### src/rtl/node_mac_scheduler_pkg.sv
// Shared types and constants for the neuron MAC scheduler.
// Holds the FSM encoding, FP32 constants and default geometry.
package node_mac_scheduler_pkg;

   typedef enum logic [1:0] {
      IDLE = 2'd0,
      ACC  = 2'd1,
      BIAS = 2'd2,
      OUT  = 2'd3
   } state_t;

   localparam logic [31:0] FP32_ZERO = 32'h0000_0000;
   localparam logic [31:0] FP32_ONE  = 32'h3F80_0000;

   localparam int N_IN_DEF = 15;
   localparam int AW_DEF   = 4;

endpackage

### src/rtl/node_mac_scheduler_float_mac.sv
// Combinational FP32 multiply-accumulate: sum_o = acc_i + a_i * b_i.
// Denormals flush to zero, results truncate, overflow saturates to inf.
module float_mac (
   input  logic [31:0] acc_i,
   input  logic [31:0] a_i,
   input  logic [31:0] b_i,
   output logic [31:0] sum_o
);

   function automatic logic [31:0] float_mult(
      input logic [31:0] a,
      input logic [31:0] b
   );
      logic              s;
      logic [47:0]       p;
      logic signed [9:0] e;
      logic [22:0]       m;
      s = a[31] ^ b[31];
      if (a[30:23] == 8'd0 || b[30:23] == 8'd0)
         return {s, 31'd0};
      p = {24'd0, 1'b1, a[22:0]} * {24'd0, 1'b1, b[22:0]};
      e = $signed({2'b00, a[30:23]})
        + $signed({2'b00, b[30:23]}) - 10'sd127;
      if (p[47]) begin
         m = p[46:24];
         e = e + 10'sd1;
      end else begin
         m = p[45:23];
      end
      if (e <= 10'sd0)
         return {s, 31'd0};
      if (e >= 10'sd255)
         return {s, 8'hFF, 23'd0};
      return {s, e[7:0], m};
   endfunction

   function automatic logic [31:0] float_adder(
      input logic [31:0] a,
      input logic [31:0] b
   );
      logic [31:0]       big;
      logic [31:0]       sml;
      logic [7:0]        d;
      logic [24:0]       mb;
      logic [24:0]       ms;
      logic [24:0]       sum;
      logic signed [9:0] e;
      if (a[30:23] == 8'd0)
         return b;
      if (b[30:23] == 8'd0)
         return a;
      if (a[30:0] >= b[30:0]) begin
         big = a;
         sml = b;
      end else begin
         big = b;
         sml = a;
      end
      d  = big[30:23] - sml[30:23];
      mb = {2'b01, big[22:0]};
      ms = {2'b01, sml[22:0]} >> d;
      e  = $signed({2'b00, big[30:23]});
      if (big[31] == sml[31]) begin
         sum = mb + ms;
         if (sum[24]) begin
            sum = sum >> 1;
            e   = e + 10'sd1;
         end
      end else begin
         sum = mb - ms;
         if (sum == 25'd0)
            return 32'd0;
         for (int i = 0; i < 24; i++) begin
            if (!sum[23]) begin
               sum = sum << 1;
               e   = e - 10'sd1;
            end
         end
      end
      if (e <= 10'sd0)
         return {big[31], 31'd0};
      if (e >= 10'sd255)
         return {big[31], 8'hFF, 23'd0};
      return {big[31], e[7:0], sum[22:0]};
   endfunction

   assign sum_o = float_adder(acc_i, float_mult(a_i, b_i));

endmodule

### src/rtl/node_mac_scheduler.sv
// Streams one neuron frame through a shared MAC, adds bias,
// applies ReLU and holds the result until downstream accepts.
module node_mac_scheduler
   import node_mac_scheduler_pkg::*;
#(
   parameter int N_IN = N_IN_DEF,
   parameter int AW   = AW_DEF
) (
   input  logic          clk,
   input  logic          rst_n,
   input  logic          a_valid,
   output logic          a_ready,
   input  logic [31:0]   a_data,
   input  logic          a_last,
   input  logic [31:0]   bias,
   output logic [AW-1:0] w_addr,
   input  logic [31:0]   w_data,
   output logic          y_valid,
   input  logic          y_ready,
   output logic [31:0]   y_data,
   output logic          busy,
   output logic          err_len
);

   localparam int CW = AW + 1;

   state_t        state_q, state_d;
   logic [31:0]   acc_q, acc_d;
   logic [31:0]   bias_q, bias_d;
   logic [CW-1:0] cnt_q, cnt_d;

   logic          accept;
   logic          last_cnt;
   logic          frame_end;
   logic [31:0]   mac_acc;
   logic [31:0]   mac_a;
   logic [31:0]   mac_b;
   logic [31:0]   mac_sum;

   assign a_ready   = (state_q == IDLE) || (state_q == ACC);
   assign accept    = a_valid && a_ready;
   assign last_cnt  = (cnt_q == CW'(N_IN - 1));
   assign frame_end = accept && (a_last || last_cnt);
   assign err_len   = frame_end && (a_last != last_cnt);
   assign w_addr    = cnt_q[AW-1:0];
   assign busy      = (state_q != IDLE);
   assign y_valid   = (state_q == OUT);
   assign y_data    = (y_valid && !acc_q[31]) ? acc_q : FP32_ZERO;

   // The bias add reuses the MAC by multiplying bias_q by 1.0.
   assign mac_acc = (state_q == IDLE) ? FP32_ZERO : acc_q;
   assign mac_a   = (state_q == BIAS) ? bias_q : a_data;
   assign mac_b   = (state_q == BIAS) ? FP32_ONE : w_data;

   float_mac u_mac (
      .acc_i (mac_acc),
      .a_i   (mac_a),
      .b_i   (mac_b),
      .sum_o (mac_sum)
   );

   always_comb begin
      state_d = state_q;
      acc_d   = acc_q;
      bias_d  = bias_q;
      cnt_d   = cnt_q;
      unique case (state_q)
         IDLE: begin
            if (accept) begin
               acc_d   = mac_sum;
               cnt_d   = CW'(1);
               bias_d  = bias;
               state_d = frame_end ? BIAS : ACC;
            end
         end
         ACC: begin
            if (accept) begin
               acc_d = mac_sum;
               cnt_d = cnt_q + 1'b1;
               if (frame_end)
                  state_d = BIAS;
            end
         end
         BIAS: begin
            acc_d   = mac_sum;
            state_d = OUT;
         end
         OUT: begin
            if (y_ready) begin
               cnt_d   = '0;
               state_d = IDLE;
            end
         end
      endcase
   end

   always_ff @(posedge clk or negedge rst_n) begin
      if (!rst_n) begin
         state_q <= IDLE;
         acc_q   <= FP32_ZERO;
         bias_q  <= FP32_ZERO;
         cnt_q   <= '0;
      end else begin
         state_q <= state_d;
         acc_q   <= acc_d;
         bias_q  <= bias_d;
         cnt_q   <= cnt_d;
      end
   end

endmodule

### config.mk
export PLATFORM = sky130hd
export DESIGN_NAME = node_mac_scheduler
export DESIGN_NICKNAME = d
export VERILOG_FILES = /design/src/rtl/node_mac_scheduler_pkg.sv /design/src/rtl/node_mac_scheduler_float_mac.sv /design/src/rtl/node_mac_scheduler.sv
export SDC_FILE = /design/constraint.sdc
export NUM_CORES = 2
export LEC_CHECK = 0
export CORE_ASPECT_RATIO = 0.9
export CORE_MARGIN = 2
export CORE_UTILIZATION = 31
export DETAILED_ROUTE_END_ITERATION = 10
export PLACE_DENSITY = 0.53
export SETUP_SLACK_MARGIN = 0.05
export SYNTH_ARGS = -nofsm -noshare
export SYNTH_HDL_FRONTEND = slang
export SYNTH_HIERARCHICAL = 1
export SYNTH_SLANG_ARGS = --single-unit
export TNS_END_PERCENT = 50
### constraint.sdc
create_clock -name clk -period 37.3 [get_ports clk]
set_input_delay 3.73 -clock clk [delete_from_list [all_inputs] [get_ports clk]]
set_output_delay 3.73 -clock clk [all_outputs]
set_load 0.01 [all_outputs]
==> impl_metrics.env <==
export IMPL_slew_headroom_pct=24.3
export IMPL_nets=6206
export IMPL_layout_setup_ws_ns=2.37
export IMPL_syn_to_final_growth_pct=9.50
export IMPL_met2_usage_pct=34.3
export IMPL_period_needed_ns=34.93
export IMPL_wire_per_inst_microns=21.4
export IMPL_slowest_stage="or4_1"
export IMPL_clock_fmax_mhz=28.6
export IMPL_avgSynthCellArea_sq_um=7.66
export IMPL_grt_use_met1_pct=31.8
export IMPL_required_ns=37.58
export IMPL_status="completed"
export IMPL_cp_arrival_ns=35.21
export IMPL_clock_sinks=71
export IMPL_hold_viol=0
export IMPL_rsz0062_at_grt="false"
export IMPL_worstPathMaxFanout=21
export IMPL_cts_tree="yes"
export IMPL_synth_flop_cell="dfrtp_1"
export IMPL_drcViolationCount=0
export IMPL_first_iter_violations=3483
export IMPL_min_path_type="reg2reg"
export IMPL_synth_seq_area_share_pct=4.34
export IMPL_die_h_microns=349
export IMPL_syn_nets=6221
export IMPL_max_stage_delay_ns=0.67
export IMPL_netlist_area_leader_share_pct=23.7
export IMPL_numCtsBuffers=9
export IMPL_route_antenna_remaining_nets=0
export IMPL_netlist_area_sq_mm=0.0410
export IMPL_grt_pass1_vias=38600
export IMPL_worstMarginPinSlew_ns=1.12
export IMPL_ctsHoldBuffers=0
export IMPL_dpl_hpwl_mm=124
export IMPL_wl_mm=151
export IMPL_yosys_area_top_type="fa_1"
export IMPL_netlist_instances=5344
export IMPL_cpMostUsedCell="ha_1"
export IMPL_grt_max_degree=72
export IMPL_path_class="in2reg"
export IMPL_maxCapViolations=0
export IMPL_ioPinCount=141
export IMPL_die_w_microns=387
export IMPL_fillers=14000
export IMPL_grtUsageTotal_pct=22.2
export IMPL_cp_start_kind="input port"
export IMPL_synth_edf_count=0
export IMPL_synth_cell_types=137
export IMPL_rows=126
export IMPL_clock_path_buffers=2
export IMPL_synth_seq_cells=71
export IMPL_drive_gt1_share_pct=8.32
export IMPL_fin_worst_skew_ns=0.0237
export IMPL_grt_busiest_layer="met2"
export IMPL_cts_htree_levels=3
export IMPL_slew_violations=0
export IMPL_fin_crit_sh_pct=93.7
export IMPL_vias_per_cell=5.53
export IMPL_end_kind="register"
export IMPL_gp_congestion=0.927
export IMPL_antenna_found_initial=3
export IMPL_routed_via_count=39100
export IMPL_cts_root_buf="clkbuf_16"
export IMPL_start_util_pct=31.2
export IMPL_num_antenna_cells=0
export IMPL_finalSetupViolCount=0
export IMPL_met3_usage_pct=3.38
export IMPL_first_pass_iters=6
export IMPL_core_area_sq_mm=0.131
export IMPL_grt_pass1_wl_mm=237
export IMPL_die_area_sq_mm=0.135
export IMPL_pre_cts_ws_ns=-0.0806
export IMPL_async_flop_share_pct=100
export IMPL_ys_warn_count=6
export IMPL_netlist_top_cells_area="fa_1 (24%), ha_1 (8.9%), inv_1 (6.1%)"
export IMPL_gr_total_overflow=0
export IMPL_io_buffers=139
export IMPL_clk_pin_slew_worst_paths_ns=0.08
export IMPL_clkLatencyLatePin_ns=0.40
==> Yosys cell counts (36+ instances only) <==
master and n:
a211oi_1 60, a21o_1 50, a21oi_1 252, and2_1 287, and3_1 39, buf_2 36
clkbuf_1 242, dfrtp_1 71, fa_1 484, ha_1 292, inv_1 669, mux2_2 81
mux2i_1 82, nand2_1 641, nand3_1 126, nand4_1 62, nor2_1 375, nor2b_1 88
nor3_1 105, nor4_1 50, o211ai_1 61, o21ai_0 220, o221ai_1 36, or3_1 51
xnor2_1 122, xor2_1 48
==> cells by family after synthesis <==
logic type / synth area share, %
other cells: 0.00916
fa+ha+maj: 32.6
compound gates: 18.8
simple gates: 24.2
xor+xnor: 5.21
flops: 4.34
mux: 5.60
buf+inv: 9.34
==> sequential cells by signal, indices dropped and copies added, names as in the netlist <==
signal / count
cnt_q: 5
bias_q: 32
acc_q: 32
state_q: 2
==> cell usage in the layout, fill, tap and decap left out, types with 39 or more instances in the layout <==
master           instances
nor4_1                  48
nor2_1                 375
mux2i_1                 81
a211oi_1                59
ha_1                   291
o21ai_1                 39
inv_1                  669
buf_4                  139
fa_1                   484
or3_1                   51
and2_1                 287
mux2_2                  75
a21oi_1                251
o211ai_1                61
dfrtp_1                 71
nand3_1                126
clkdlybuf4s50_1        138
nor2b_1                 75
a21o_1                  49
and3_1                  39
xnor2_1                118
nor3_1                 104
nand4_1                 62
nand2_1                641
o21ai_0                209
xor2_1                  47
==> layer usage <==
metal | vias to the layer above | share of wire [%]
met1 | 19400 | 47
li1 | 18100 | -
met4 | 0 | 3.0
met5 | - | 0
met2 | 1309 | 44
met3 | 201 | 6.4
==> per-stage QoR <==
stage	instances	setup TNS [ns]	utilization (%)	cell area (sq um)	hold slack [ns]
2_1_floorplan	5344	0	-	41000	0.474
3_3_place_gp	7044	0	33.8	44400	0.483
3_5_place_dp	7044	-1.08	33.8	44400	0.489
4_1_cts	7060	0	34.1	44700	0.506
5_1_grt	7062	0	34.2	44900	0.520
6_report	7062	0	34.2	44900	0.507
==> final timing paths <==
path	startpoint	to	slack (ns)	depth (start not counted)
max	w_data[0]	acc_q[7]	2.37	146
min	bias_q[2]	bias_q[2]	0.51	1
max reg2reg	state_q[0]	acc_q[7]	4.29	147
min reg2reg	bias_q[2]	bias_q[2]	0.51	1
max in group asynchronous	rst_n	bias_q[14]	33.09	1
min in group asynchronous	rst_n	cnt_q[3]	3.52	1
==> timing repair <==
item	CTS	global route
gates resized for setup	0	48
endpoints found under the setup margin	0	31
buffers inserted	0	2
hold endpoints to repair	0	0
==> worst max-delay path: cells and delay by family <==
kind	cells	cell delay, ns
XOR/XNOR	5	1.10
buffers and inverters	15	2.65
AO/OA/AOI/OAI	55	10.16
adder cells (fa/ha/maj)	23	8.31
multiplexers	7	1.45
AND/OR/NAND/NOR	41	7.68
==> area by class of cell <==
cell class | count | area (sq um) | area share (%)
multi-input combinational | 4290 | 35600 | 79.4
inverter | 678 | 2550 | 5.68
timing repair buffer | 279 | 2450 | 5.46
tap | 1728 | 2160 | 4.82
sequential | 71 | 1780 | 3.96
clock buffer | 9 | 225 | 0.502
clock inverter | 7 | 73.8 | 0.165
Power is not shown: default switching activity piles up to over one toggle a cycle in this logic, so the estimate is an artifact.
